[config.mk]
export PLATFORM = sky130hd
export DESIGN_NAME = seg_scan_disp
export DESIGN_NICKNAME = d
export VERILOG_FILES = /design/src/rtl/seg_pkg.sv /design/src/rtl/bin2bcd_seq.sv /design/src/rtl/seg_scan_disp.sv
export SDC_FILE = /design/constraint.sdc
export NUM_CORES = 1
export LEC_CHECK = 0
export CORE_ASPECT_RATIO = 2
export CORE_UTILIZATION = 45
export CTS_CLUSTER_SIZE = 12
export DETAILED_ROUTE_END_ITERATION = 10
export SYNTH_ARGS = -nofsm -noshare
export SYNTH_HDL_FRONTEND = slang
export SYNTH_SLANG_ARGS = --single-unit
[constraint.sdc]
create_clock -name sys_clk -period 4.4 [get_ports sys_clk]
set_clock_uncertainty 0.1 [all_clocks]
set_input_delay 0.66 -clock sys_clk [delete_from_list [all_inputs] [get_ports sys_clk]]
set_output_delay 0.66 -clock sys_clk [all_outputs]
set_load 0.01 [all_outputs]
[src/rtl/seg_pkg.sv]
// Shared constants, segment codes and conversion FSM states for the
// six-digit multiplexed seven-segment display driver.
package seg_pkg;

    localparam int DIGITS = 6;
    localparam int BCD_W  = 24;
    localparam int BIN_W  = 20;
    localparam logic [BIN_W-1:0] MAX_VAL = 20'd999_999;

    // Active-low segment patterns, bit 7 (dp) held at 1 (off)
    localparam logic [7:0] SEG_0 = 8'hC0;
    localparam logic [7:0] SEG_1 = 8'hF9;
    localparam logic [7:0] SEG_2 = 8'hA4;
    localparam logic [7:0] SEG_3 = 8'hB0;
    localparam logic [7:0] SEG_4 = 8'h99;
    localparam logic [7:0] SEG_5 = 8'h92;
    localparam logic [7:0] SEG_6 = 8'h82;
    localparam logic [7:0] SEG_7 = 8'hF8;
    localparam logic [7:0] SEG_8 = 8'h80;
    localparam logic [7:0] SEG_9 = 8'h90;

    typedef enum logic [1:0] {
        IDLE = 2'd0,
        CONV = 2'd1,
        LOAD = 2'd2
    } conv_state_t;

    function automatic logic [7:0] seg_code(input logic [3:0] d);
        case (d)
            4'd0:    return SEG_0;
            4'd1:    return SEG_1;
            4'd2:    return SEG_2;
            4'd3:    return SEG_3;
            4'd4:    return SEG_4;
            4'd5:    return SEG_5;
            4'd6:    return SEG_6;
            4'd7:    return SEG_7;
            4'd8:    return SEG_8;
            4'd9:    return SEG_9;
            default: return 8'hFF;
        endcase
    endfunction

endpackage

[src/rtl/bin2bcd_seq.sv]
// Sequential shift-add-3 binary-to-BCD converter: one iteration per clock,
// input clamped to MAX_VAL, one-cycle load pulse when the result is ready.
module bin2bcd_seq
    import seg_pkg::*;
(
    input  logic             sys_clk,
    input  logic             rst,
    input  logic [BIN_W-1:0] data,
    input  logic             data_vld,
    output logic             busy,
    output logic             load,
    output logic [BCD_W-1:0] bcd
);

    localparam logic [4:0] LAST_ITER = 5'(BIN_W - 1);

    conv_state_t      state, state_nxt;
    logic [BIN_W-1:0] bin;
    logic [BCD_W-1:0] bcd_adj;
    logic [4:0]       iter;

    always_ff @(posedge sys_clk) begin
        if (rst) state <= IDLE;
        else     state <= state_nxt;
    end

    always_comb begin
        state_nxt = state;
        busy      = 1'b0;
        load      = 1'b0;
        case (state)
            IDLE: if (data_vld) state_nxt = CONV;
            CONV: begin
                busy = 1'b1;
                if (iter == LAST_ITER) state_nxt = LOAD;
            end
            LOAD: begin
                busy      = 1'b1;
                load      = 1'b1;
                state_nxt = IDLE;
            end
            default: state_nxt = IDLE;
        endcase
    end

    always_comb begin
        bcd_adj = bcd;
        for (int i = 0; i < DIGITS; i++) begin
            if (bcd[4*i +: 4] >= 4'd5) bcd_adj[4*i +: 4] = bcd[4*i +: 4] + 4'd3;
        end
    end

    // Adjusted accumulator and binary shift left together as one register
    always_ff @(posedge sys_clk) begin
        if (rst) begin
            bin  <= '0;
            bcd  <= '0;
            iter <= '0;
        end else if (state == IDLE && data_vld) begin
            bin  <= (data > MAX_VAL) ? MAX_VAL : data;
            bcd  <= '0;
            iter <= '0;
        end else if (state == CONV) begin
            bcd  <= {bcd_adj[BCD_W-2:0], bin[BIN_W-1]};
            bin  <= {bin[BIN_W-2:0], 1'b0};
            iter <= iter + 5'd1;
        end
    end

endmodule

[src/rtl/seg_scan_disp.sv]
// Six-digit multiplexed seven-segment driver with sequential BCD conversion.
// Optional leading-zero blanking: define SEG_LZ_BLANK_EN.
module seg_scan_disp
    import seg_pkg::*;
#(
    parameter int CNT_MAX = 49_999
)(
    input  logic        sys_clk,
    input  logic        rst,
    input  logic [19:0] data,
    input  logic        data_vld,
    input  logic [5:0]  point,
    input  logic        seg_en,
    output logic        busy,
    output logic [5:0]  sel,
    output logic [7:0]  seg
);

    localparam int CW = (CNT_MAX > 0) ? $clog2(CNT_MAX + 1) : 1;
    localparam logic [CW-1:0] CNT_LAST = CW'(CNT_MAX);
    localparam logic [2:0]    IDX_LAST = 3'(DIGITS - 1);

    logic [CW-1:0]    scan_cnt;
    logic [2:0]       idx;
    logic [BCD_W-1:0] digit_bcd;
    logic [BCD_W-1:0] conv_bcd;
    logic             conv_load;
    logic [3:0]       cur_digit;
    logic [7:0]       cur_code;
    logic [DIGITS-1:0] blank;

    bin2bcd_seq u_conv (
        .sys_clk  (sys_clk),
        .rst      (rst),
        .data     (data),
        .data_vld (data_vld),
        .busy     (busy),
        .load     (conv_load),
        .bcd      (conv_bcd)
    );

    always_ff @(posedge sys_clk) begin
        if (rst) begin
            scan_cnt <= '0;
            idx      <= '0;
        end else if (scan_cnt == CNT_LAST) begin
            scan_cnt <= '0;
            idx      <= (idx == IDX_LAST) ? 3'd0 : idx + 3'd1;
        end else begin
            scan_cnt <= scan_cnt + 1'b1;
        end
    end

    // Displayed digits only change on the converter's load pulse, never mid-scan
    always_ff @(posedge sys_clk) begin
        if (rst)            digit_bcd <= '0;
        else if (conv_load) digit_bcd <= conv_bcd;
    end

`ifdef SEG_LZ_BLANK_EN
    always_comb begin
        logic lead;
        lead  = 1'b1;
        blank = '0;
        for (int i = DIGITS - 1; i >= 1; i--) begin
            lead     = lead && (digit_bcd[4*i +: 4] == 4'd0);
            blank[i] = lead;
        end
    end
`else
    assign blank = '0;
`endif

    assign cur_digit = digit_bcd[{idx, 2'b00} +: 4];
    assign cur_code  = seg_code(cur_digit);

    always_ff @(posedge sys_clk) begin
        if (rst || !seg_en) begin
            sel <= 6'h3F;
            seg <= 8'hFF;
        end else begin
            sel <= ~(6'b1 << idx);
            seg <= blank[idx] ? 8'hFF : {~point[idx], cur_code[6:0]};
        end
    end

endmodule

==> results.ini, run 1 <==
[power]
seqPwrFrac = 0.521
p_leak_uw = 0.00216
p_comb_frac = 0.102
power_frac_clock = 0.377
ir_worst_vdd_uv = 217
powerDensity_nw_per_um2 = 336
sw_frac_of_total = 0.247
intPower_uw = 1480
switchingPower_uw = 486

[route]
dr_wl_met2_um = 5620
top_layer = met4
routed_wl_um = 10100
firstDrtPassIters = 6
drcViolationCount = 0
met1_length_um = 3940
drt_iter0_drc = 118
ant_nets = 0
vias_per_cell = 5.37
vias = 3848
drt-wirelength-per-cell_um = 14.1
wl_met3_um = 245

[synthesis]
syn-instance-count = 540
synth.distinct_cells = 48
synth_enable_flop_cells = 0
async_flop_share = 0
syn_avg_cell_area_um2 = 9.36
ys_warn_count = 0
synth-seq-cells = 108
syn_nets = 594
seq_area_frac_synth = 0.428
synth_flop_cell = dfxtp_1
netlist_area_um2 = 5050

[global_route]
grt_pass1_vias = 3787
grt-ovfl-total = 0
grt_pass1_wl_um = 17200
antenna_found_initial = 0
grt_usage = 0.184
grt_start_max_net_pins = 31

[die]
std_cell_rows = 54
start_util = 0.462
die_x_um = 76.9
core_area_um2 = 10900
dieArea_um2 = 11700
pin_count = 45
fp.dieH_um = 152

[cells_and_area]
fin_nets = 625
seqCellArea_um2 = 2160
drive_gt1_frac = 0.0660
multi_input_area_um2 = 2680
area_growth_pct = 15.8
num-fill-cells = 1061
antennaDiodeCount = 0

[place]
port_buffers = 44
dpl.hpwl_um = 7460
gp_congestion = 0.751
post-place-ws_ns = 1.36

[cts]
cts_resized = 0
worstSkewPairLatency_ns = 0.35
cts_hold_buffers = 0
cts_num_sinks = 108
numCtsBuffers = 9
cts_max_level = 3
post_cts_buffers = 0
cts_tree = built
cts_buffer_depth = 2
clockRootBuffer = clkbuf_16
path_clk_slew_ns = 0.07

[setup_path]
worstPathCellList = clkdlybuf4s50_1 -> buf_4 -> nand2b_1 -> buf_4 -> o2bb2ai_1
path_max_fanout = 19
startpoint_type = input port
crit_buf_inv = 3
cp.required_ns = 4.54
cpPeakStageDelay_ns = 0.77
worst_ep_arrival_time_ns = 2.74
path_class = in -> reg
end_kind = register
slowest_stage = clkdlybuf4s50_1
crit_top_cell = buf_4
critPathTopFamily = buffers and inverters

[timing]
worst_slack_ns = 1.80
relSlewSlack = 0.350
maxClockFrequency_mhz = 384
drv_slew = 0
tightest_slew_ns = 0.975
final_hold_viol_count = 0
final.period_utilization = 0.592
fin_setup_tns_ns = 0
setup_viol = 0
rsz0062_at_grt = no
layout_min_cycle_time_ns = 2.60

[run]
cap_violations = 0

[status]
status = complete, no violations

[worst_hold_path]
hp-class = reg -> reg

[cell usage after synthesis, types with 2 or more instances]
master,n,area share
dfxtp_1,108,0.43
and4_1,4,0.0069
buf_2,3,0.0030
ha_1,24,0.059
a21oi_1,24,0.024
nand3_1,16,0.016
nor4bb_1,3,0.0059
a21o_1,5,0.0074
mux2_2,6,0.013
xor2_1,11,0.019
o2bb2ai_1,7,0.012
a31oi_1,3,0.0037
o21ai_0,18,0.018
inv_1,21,0.016
xnor2_1,19,0.033
mux4_2,2,0.0089
nor2_2,2,0.0025
buf_6,2,0.0045
a211oi_1,13,0.019
buf_1,7,0.0052
mux2i_1,62,0.12
and3_1,6,0.0074
nand4_1,5,0.0062
or4_1,2,0.0030
o221ai_1,2,0.0035
nor2_1,71,0.053
nor2b_1,2,0.0025
o211ai_1,7,0.010
clkbuf_1,17,0.013
and2_1,2,0.0025
nand2_1,38,0.028
nand2b_1,12,0.015
[worst paths after layout]
check | start | to | slack (ns) | depth (start not counted)
setup / recovery | rst | u_conv.bin[6] | 1.80 | 5
hold / removal | scan_cnt[0] | scan_cnt[0] | 0.34 | 1
setup reg to reg | idx[0] | seg[0] | 1.80 | 7
hold reg to reg | scan_cnt[0] | scan_cnt[0] | 0.34 | 1
[per-layer routing]
metal / global-route usage / up-vias
met5: 0 / -
met4: 0.0925 / 0
met3: 0.0336 / 20
met2: 0.351 / 70
met1: 0.185 / 1829
li1: - / 1929
[cells by family (layout without fill, tap and decap cells)]
| kind of cell | after synthesis | count (layout) | share of synthesized area |
|---|---|---|---|
| fa+ha+maj | 24 | 24 | 0.0594 |
| buf+inv | 51 | 87 | 0.0423 |
| simple gates | 169 | 169 | 0.157 |
| xor+xnor | 30 | 30 | 0.0520 |
| mux | 71 | 71 | 0.148 |
| compound gates | 87 | 87 | 0.113 |
| flops | 108 | 108 | 0.428 |
[through the flow]
step            util  std cells  hold slack [ns]  power [uW]  area (um^2)
2_1_floorplan      -        540            0.309        1180         5050
3_3_place_gp   0.510        700            0.326        1240         5580
3_5_place_dp   0.510        700            0.336        1250         5580
4_1_cts        0.535        716            0.347        1990         5850
5_1_grt        0.535        716            0.381        2050         5850
6_report       0.535        716            0.344        1970         5850
[cell type report]
| type | count | share of cell area |
|---|---|---|
| clock buffers | 9 | 0.0385 |
| clock inverters | 7 | 0.00748 |
| inverters | 21 | 0.0135 |
| multi-input cells | 381 | 0.458 |
| flip-flops and latches | 108 | 0.369 |
| well taps | 140 | 0.0299 |
| repair buffers | 50 | 0.0830 |
[worst register-to-register path, stage by stage, from the launching register on]
cell      delay (ns)
dfxtp_1         0.76
nand2b_1        0.22
o221ai_1        0.55
inv_1           0.19
ha_1            0.26
mux2_4          0.26
nor2_2          0.09
o21ai_2         0.06
[sequential cells by signal (all words and copies together), names as in the netlist]
| signal | count |
|---|---|
| digit_bcd | 24 |
| u_conv.bcd | 24 |
| u_conv.bin | 20 |
| scan_cnt | 16 |
| seg | 8 |
| sel | 6 |
| u_conv.iter | 5 |
| idx | 3 |
| u_conv.state | 2 |
[power by group through the flow]
stage	sequential, uW	combinational [uW]	clock (uW)
2_1_floorplan	1040	135	0
3_3_place_gp	1050	199	0
3_5_place_dp	1050	203	0
4_1_cts	1020	204	765
5_1_grt	1030	225	804
6_report	1020	201	741
[layout by cell type (no fill, tap or decap), drive strengths merged, types with 3 or more instances in the layout]
master / n
nand3: 16
inv: 21
clkbuf: 9
mux2i: 62
a21o: 5
and4: 4
nor2: 73
and3: 6
o2bb2ai: 7
nor4bb: 3
a31oi: 3
clkdlybuf4s50: 44
clkinv: 5
dfxtp: 108
buf: 6
a21oi: 24
xor2: 11
ha: 24
o21ai: 19
o211ai: 7
a211oi: 13
xnor2: 19
nand2b: 12
nand2: 38
nand4: 5
mux2: 7
(Power assumes the default switching activity.)
==> inputs of run 2 (changes only) <==
--- a/config.mk
+++ b/config.mk
@@ -9,6 +9,7 @@
 export CORE_UTILIZATION = 45
 export CTS_CLUSTER_SIZE = 12
 export DETAILED_ROUTE_END_ITERATION = 10
+export PLACE_DENSITY = 0.67
 export SYNTH_ARGS = -nofsm -noshare
 export SYNTH_HDL_FRONTEND = slang
 export SYNTH_SLANG_ARGS = --single-unit
==> constraint.sdc (replaced) <==
create_clock -name sys_clk -period 2.1 [get_ports sys_clk]
set_clock_uncertainty 0.1 [all_clocks]
set_input_delay 0.315 -clock sys_clk [delete_from_list [all_inputs] [get_ports sys_clk]]
set_output_delay 0.315 -clock sys_clk [all_outputs]
set_load 0.01 [all_outputs]
==> run 2 against run 1 <==
Compared with the run above:
- first-iteration DRC count shrank 5.1%
- worst setup slack worse by 1.7 ns
- hold slack better by 0.020 ns
- sequential cell count did not move
- non-clock buffer count rose by 16
- global-route usage up 0.49 points
- die area unchanged
- sequential power is 110% higher
- critical path depth grew 4
- clock-buffer cell count increased by 2
- via count increased by 0.99%
- critical path type is now reg -> reg
- critical endpoint is now seg[0]
- largest cell class unchanged
- largest power group unchanged
==> results.ini, run 2 (synthesis results as in run 1) <==
[route]
drcViolationCount = 0  ; unchanged
routed_wl_um = 10200  ; +1.0%
vias_per_cell = 5.32  ; -1.1%
firstDrtPassIters = 4  ; -2
drt-wirelength-per-cell_um = 13.9  ; -1.1%
drt_iter0_drc = 112  ; -5.1%
vias = 3886  ; +0.99%
ant_nets = 0  ; unchanged

[die]
start_util = 0.462  ; unchanged
dieArea_um2 = 11700  ; unchanged
fp.dieH_um = 152  ; unchanged
pin_count = 45  ; unchanged
core_area_um2 = 10900  ; unchanged
die_x_um = 76.9  ; unchanged
std_cell_rows = 54  ; unchanged

[timing]
tightest_slew_ns = 0.520  ; -0.455 ns
worst_slack_ns = 0.145  ; -1.65 ns
layout_min_cycle_time_ns = 1.95
maxClockFrequency_mhz = 512
rsz0062_at_grt = no
final_hold_viol_count = 0  ; unchanged
setup_viol = 0  ; unchanged
relSlewSlack = 0.649  ; +0.298
final.period_utilization = 0.931
drv_slew = 0  ; unchanged
whs_ns = 0.364  ; +0.0197 ns

[global_route]
use_met2 = 0.367  ; +0.0162
grt_pass1_wl_um = 17800  ; +3.6%
antenna_found_initial = 0  ; unchanged
grt_start_max_net_pins = 33  ; +6.5%
grt_pass1_vias = 4066  ; +7.4%
grt_util_met3 = 0.0282  ; -0.00541
grt-ovfl-total = 0  ; unchanged
grt.busiest_layer = met2
grt_usage = 0.189  ; +0.00492
met1_usage = 0.181  ; -0.00442

[cells_and_area]
drive_gt1_frac = 0.0931  ; +0.0271
finalNonFillerCells = 731  ; +2.1%
num-fill-cells = 1003  ; -5.5%
reg_top3 = digit_bcd x24, u_conv.bcd x24, u_conv.bin x20
fin_nets = 641  ; +2.6%
final_cell_mix = dfxtp_1 (106), nor2_1 (71), mux2i_1 (62)
antennaDiodeCount = 0  ; unchanged
layout_commonest_cell = dfxtp_1
design_area_um2 = 6030  ; +3.0%
fin_util = 0.551  ; +0.0160
area_growth_pct = 19.2

[setup_path]
worstPathCellList = buf_4 -> mux2i_1 -> o22ai_1 -> a21oi_2 -> inv_1 -> ha_1 -> mux2_4 -> nor2_2 -> o21ai_2
slowest_stage = dfxtp_2
end_kind = register
timing.rr.start = idx[1]
cp.required_ns = 2.23  ; -2.31 ns
path_max_fanout = 6  ; -13
startpoint_type = register
worst_ep_arrival_time_ns = 2.09  ; -0.65 ns
cp-endpoint = seg[0]
crit_cells = 9  ; +4
critPathTopFamily = multiplexers
startpoint = idx[1]
rrSetupSlack_ns = 0.15  ; -1.65 ns
crit_buf_inv = 2  ; -1
path_class = reg -> reg
reg2reg_depth = 9  ; +2
cpPeakStageDelay_ns = 0.36  ; -0.41 ns
rr_endpoint = seg[0]

[cts]
cts_num_sinks = 108  ; unchanged
path_clk_slew_ns = 0.07  ; about the same
clockRootBuffer = clkbuf_16
cts_buffer_depth = 2  ; unchanged
cts_hold_buffers = 0  ; unchanged
cts_max_level = 3  ; unchanged
numCtsBuffers = 9  ; unchanged
worstSkewPairLatency_ns = 0.34  ; about the same
cts_tree = built

[power]
ir_worst_vdd_uv = 653  ; +200%
p_leak_uw = 0.00226  ; +5.1%
powerDensity_nw_per_um2 = 706  ; +110%

[worst_hold_path]
hp-class = reg -> reg
hold_path.startpoint = idx[2]

[place]
dpl_cell_area_um2 = 5720  ; +2.5%
dpl.hpwl_um = 7650  ; +2.5%
post-place-ws_ns = -0.0871  ; -1.44 ns
placed_cells = 715  ; +2.1%
port_buffers = 44  ; unchanged
gp_congestion = 0.751  ; about the same

[status]
status = complete, no violations

[run]
cap_violations = 0  ; unchanged

[run 2: changes by cell type in the layout (fill, tap and decap cells not counted), moves of 2 or more]
| cell | before | now |
|---|---|---|
| buf_4 | 6 | 20 |
| clkinv_2 | 4 | 1 |
| buf_12 | 0 | 2 |
| clkbuf_1 | 0 | 2 |
| dfxtp_1 | 108 | 106 |
| dfxtp_2 | 0 | 2 |
[run 2: final cells by class]
cell class | count | area (um^2) | share of cell area
well taps | 140 | 175 | 0.0291
multi-input cells | 381 | 2690 | 0.447
repair buffers | 66 | 633 | 0.105
inverters | 21 | 78.8 | 0.0131
clock inverters | 4 | 51.3 | 0.00851
clock buffers | 11 | 233 | 0.0386
flip-flops and latches | 108 | 2160 | 0.359
[run 2: worst reg2reg max path, cell delays in order, from the launching register on]
cell,delay (ns)
dfxtp_2,0.36
buf_4,0.16
mux2i_1,0.21
o22ai_1,0.11
a21oi_2,0.22
inv_1,0.09
ha_1,0.20
mux2_4,0.26
nor2_2,0.09
o21ai_2,0.05
[run 2: metrics by stage]
step,power (uW),TNS (ns)
2_1_floorplan,2470,0
3_3_place_gp,2640,-0.389
4_1_cts,4310,0
5_1_grt,4430,0
3_5_place_dp,2660,-0.903
6_report,4250,0
[run 2: how the worst min path moves through the flow]
| stage | to | slack [ns] | cells after the start |
|---|---|---|---|
| finish | sel[5] | 0.36 | 1 |
| global route | scan_cnt[0] | 0.38 | 1 |
| CTS | sel[5] | 0.37 | 1 |
| detailed placement | sel[5] | 0.35 | 1 |
| global placement | scan_cnt[0] | 0.33 | 1 |
| floorplan | sel[5] | 0.31 | 1 |
[run 2: power breakdown]
group / internal [uW] / switching (uW) / total (uW)
clock network: 920 / 727 / 1650
registers: 2110 / 37.4 / 2150
logic: 221 / 236 / 457
[run 2: timing repair]
| action | in CTS | in global routing |
|---|---|---|
| setup buffers | 0 | 1 |
| endpoints found under the setup margin | 0 | 5 |
| resized for setup | 0 | 4 |
[run 2: per-layer routing]
layer | part of all wire | wire, um
met1 | 0.38 | 3880
met2 | 0.56 | 5700
met3 | 0.021 | 212
met4 | 0.036 | 371
met5 | 0 | 0
==> inputs of run 3 (changes only) <==
--- a/config.mk
+++ b/config.mk
@@ -5,11 +5,13 @@
 export SDC_FILE = /design/constraint.sdc
 export NUM_CORES = 1
 export LEC_CHECK = 0
+export ABC_AREA = 1
 export CORE_ASPECT_RATIO = 2
 export CORE_UTILIZATION = 45
 export CTS_CLUSTER_SIZE = 12
 export DETAILED_ROUTE_END_ITERATION = 10
 export PLACE_DENSITY = 0.67
+export REMOVE_ABC_BUFFERS = 1
 export SYNTH_ARGS = -nofsm -noshare
 export SYNTH_HDL_FRONTEND = slang
 export SYNTH_SLANG_ARGS = --single-unit
==> run 3 against run 2 <==
Compared with the run above:
- worst setup slack worse by 0.061 ns
- first-iteration DRC count is 96% higher
- combinational power is 27% higher
- largest power group unchanged
==> results.ini, run 3 <==
[die]
dieArea_um2 = 12200  ; +4.4%
fp.dieH_um = 155  ; +2.2%
std_cell_rows = 55  ; +1.9%
die_x_um = 78.6  ; +2.1%
start_util = 0.465  ; +0.00319
pin_count = 45  ; unchanged
core_area_um2 = 11400  ; +3.7%

[synthesis]
synth.distinct_cells = 43  ; -10%
synth_largest_area_cell = dfxtp_1
synth_enable_flop_cells = 0  ; unchanged
synth.top_cell.area_share = 0.409  ; -0.0182
synth-seq-cells = 108  ; unchanged
seq_area_frac_synth = 0.409  ; -0.0182
ys_warn_count = 0  ; unchanged
async_flop_share = 0  ; unchanged
yosys-top-cells-count = nand2_1 (156), dfxtp_1 (108), a21oi_1 (83)
syn-instance-count = 729  ; +35%
synth_flop_cell = dfxtp_1
syn_avg_cell_area_um2 = 7.24  ; -23%
synth.area.top_cells = dfxtp_1 (41%), nand2_1 (11%), a21oi_1 (7.9%)
yosysMostFrequentCell = nand2_1
netlist_area_um2 = 5280  ; +4.5%

[route]
drt-wirelength-per-cell_um = 12.5  ; -10%
vias = 4729  ; +22%
ant_nets = 0  ; unchanged
firstDrtPassIters = 4  ; unchanged
vias_per_cell = 5.15  ; -3.1%
routed_wl_um = 11500  ; +13%
drcViolationCount = 0  ; unchanged
drt_iter0_drc = 219  ; +96%

[cells_and_area]
drive_gt1_frac = 0.102  ; +0.00874
reg_top3 = digit_bcd x24, u_conv.bcd x24, u_conv.bin x20
final_cell_mix = nand2_1 (156), dfxtp_1 (106), a21oi_1 (83)
antennaDiodeCount = 0  ; unchanged
finalNonFillerCells = 918  ; +26%
layout_commonest_cell = nand2_1
area_growth_pct = 17.0
fin_nets = 826  ; +29%
fin_util = 0.544  ; -0.00651

[cts]
path_clk_slew_ns = 0.07  ; about the same
cts_hold_buffers = 0  ; unchanged
numCtsBuffers = 9  ; unchanged
cts_num_sinks = 108  ; unchanged
cts_max_level = 3  ; unchanged
worstSkewPairLatency_ns = 0.35  ; about the same
clockRootBuffer = clkbuf_16
cts_buffer_depth = 2  ; unchanged
cts_tree = built
cts_resized = 0  ; unchanged
post_cts_buffers = 0  ; unchanged

[power]
p_leak_uw = 0.00267  ; +18%
powerDensity_nw_per_um2 = 706  ; +0.12%
ir_worst_vdd_uv = 458  ; -30%

[global_route]
grt.busiest_layer = met2
grt-ovfl-total = 0  ; unchanged
met1_usage = 0.187  ; +0.00655
grt_pass1_wl_um = 19500  ; +9.6%
grt_util_met3 = 0.0428  ; +0.0146
grt_pass1_vias = 4598  ; +13%
grt_usage = 0.201  ; +0.0116
use_met2 = 0.395  ; +0.0285
grt_start_max_net_pins = 30  ; -9.1%
antenna_found_initial = 0  ; unchanged

[setup_path]
startpoint_type = register
critPathTopFamily = buffers and inverters
crit_buf_inv = 2  ; unchanged
cpPeakStageDelay_ns = 0.53  ; +0.17 ns
cp.required_ns = 1.68  ; -0.55 ns
end_kind = primary output
path_max_fanout = 4  ; -2
worst_ep_arrival_time_ns = 1.60  ; -0.49 ns
path_class = reg -> out
slowest_stage = clkdlybuf4s50_1
worstPathCellList = inv_1 -> ha_1 -> clkdlybuf4s50_1

[timing]
worst_slack_ns = 0.0847  ; -0.0605 ns
tightest_slew_ns = 0.395  ; -0.125 ns
final_hold_viol_count = 0  ; unchanged
fin_setup_tns_ns = 0  ; unchanged
relSlewSlack = 0.736  ; +0.0874
rsz0062_at_grt = no
maxClockFrequency_mhz = 496  ; -3.0%
final.period_utilization = 0.960  ; +0.0288
whs_ns = 0.355  ; -0.00920 ns
drv_slew = 0  ; unchanged
layout_min_cycle_time_ns = 2.02  ; +0.0605 ns
setup_viol = 0  ; unchanged

[status]
status = complete, no violations

[worst_hold_path]
hp-class = reg -> reg

[run]
cap_violations = 0  ; unchanged

[place]
dpl.hpwl_um = 8770  ; +15%
placed_cells = 903  ; +26%
port_buffers = 44  ; unchanged
gp_congestion = 0.839  ; +12%
post-place-ws_ns = 0.0917  ; +0.179 ns

[run 3: changes by cell type after synthesis, sizes merged, moves of 8 or more]
cell	delta
nor2	-26
a211oi	-13
nand2b	-12
o21ai	+56
or2	+10
inv	+64
mux2i	-62
a21oi	+60
nor3	+8
nand2	+127
xnor2	-18
nand3	+33
[run 3: layer usage]
layer	routed length, um	vias to the layer above
met5	0	-
met4	410	0
met3	365	29
met2	6330	90
met1	4350	2144
li1	-	2466
[run 3: area by class of cell]
class	instances	area (um^2)
timing repair buffer	62	576
clock inverter	6	50.0
multi-input combinational	505	2660
tap	142	178
inverter	86	325
sequential	108	2160
clock buffer	9	225
fill	1110	5180
[run 3: path summary, 6_finish.rpt]
check                 to  slack, ns       startpoint  cells after the start
max reg2reg       seg[0]       0.21           idx[1]                     11
max                 busy       0.08  u_conv.state[0]                      3
min reg2reg  scan_cnt[0]       0.35      scan_cnt[0]                      1
min          scan_cnt[0]       0.35      scan_cnt[0]                      1
[run 3: logic make-up (layout without fill, tap and decap cells)]
| logic type | count (synthesis) | count (layout) | share of synthesized area |
|---|---|---|---|
| compound gates | 178 | 178 | 0.181 |
| xor+xnor | 13 | 13 | 0.0216 |
| fa+ha+maj | 24 | 24 | 0.0569 |
| buf+inv | 116 | 163 | 0.0891 |
| flops | 108 | 108 | 0.409 |
| simple gates | 290 | 290 | 0.242 |
[run 3: report_power, final]
part	internal, uW	total (uW)	leakage (uW)	switching [uW]
Sequential	2150	2190	0.000880	47.4
Combinational	242	581	0.00166	339
Clock	811	1590	0.000129	780
[run 3: per-stage QoR]
stage	power, uW	instance area, um^2
floorplan	2590	5130
global placement	2800	5890
detailed placement	2820	5890
CTS	4410	6160
global route	4570	6180
finish	4360	6180
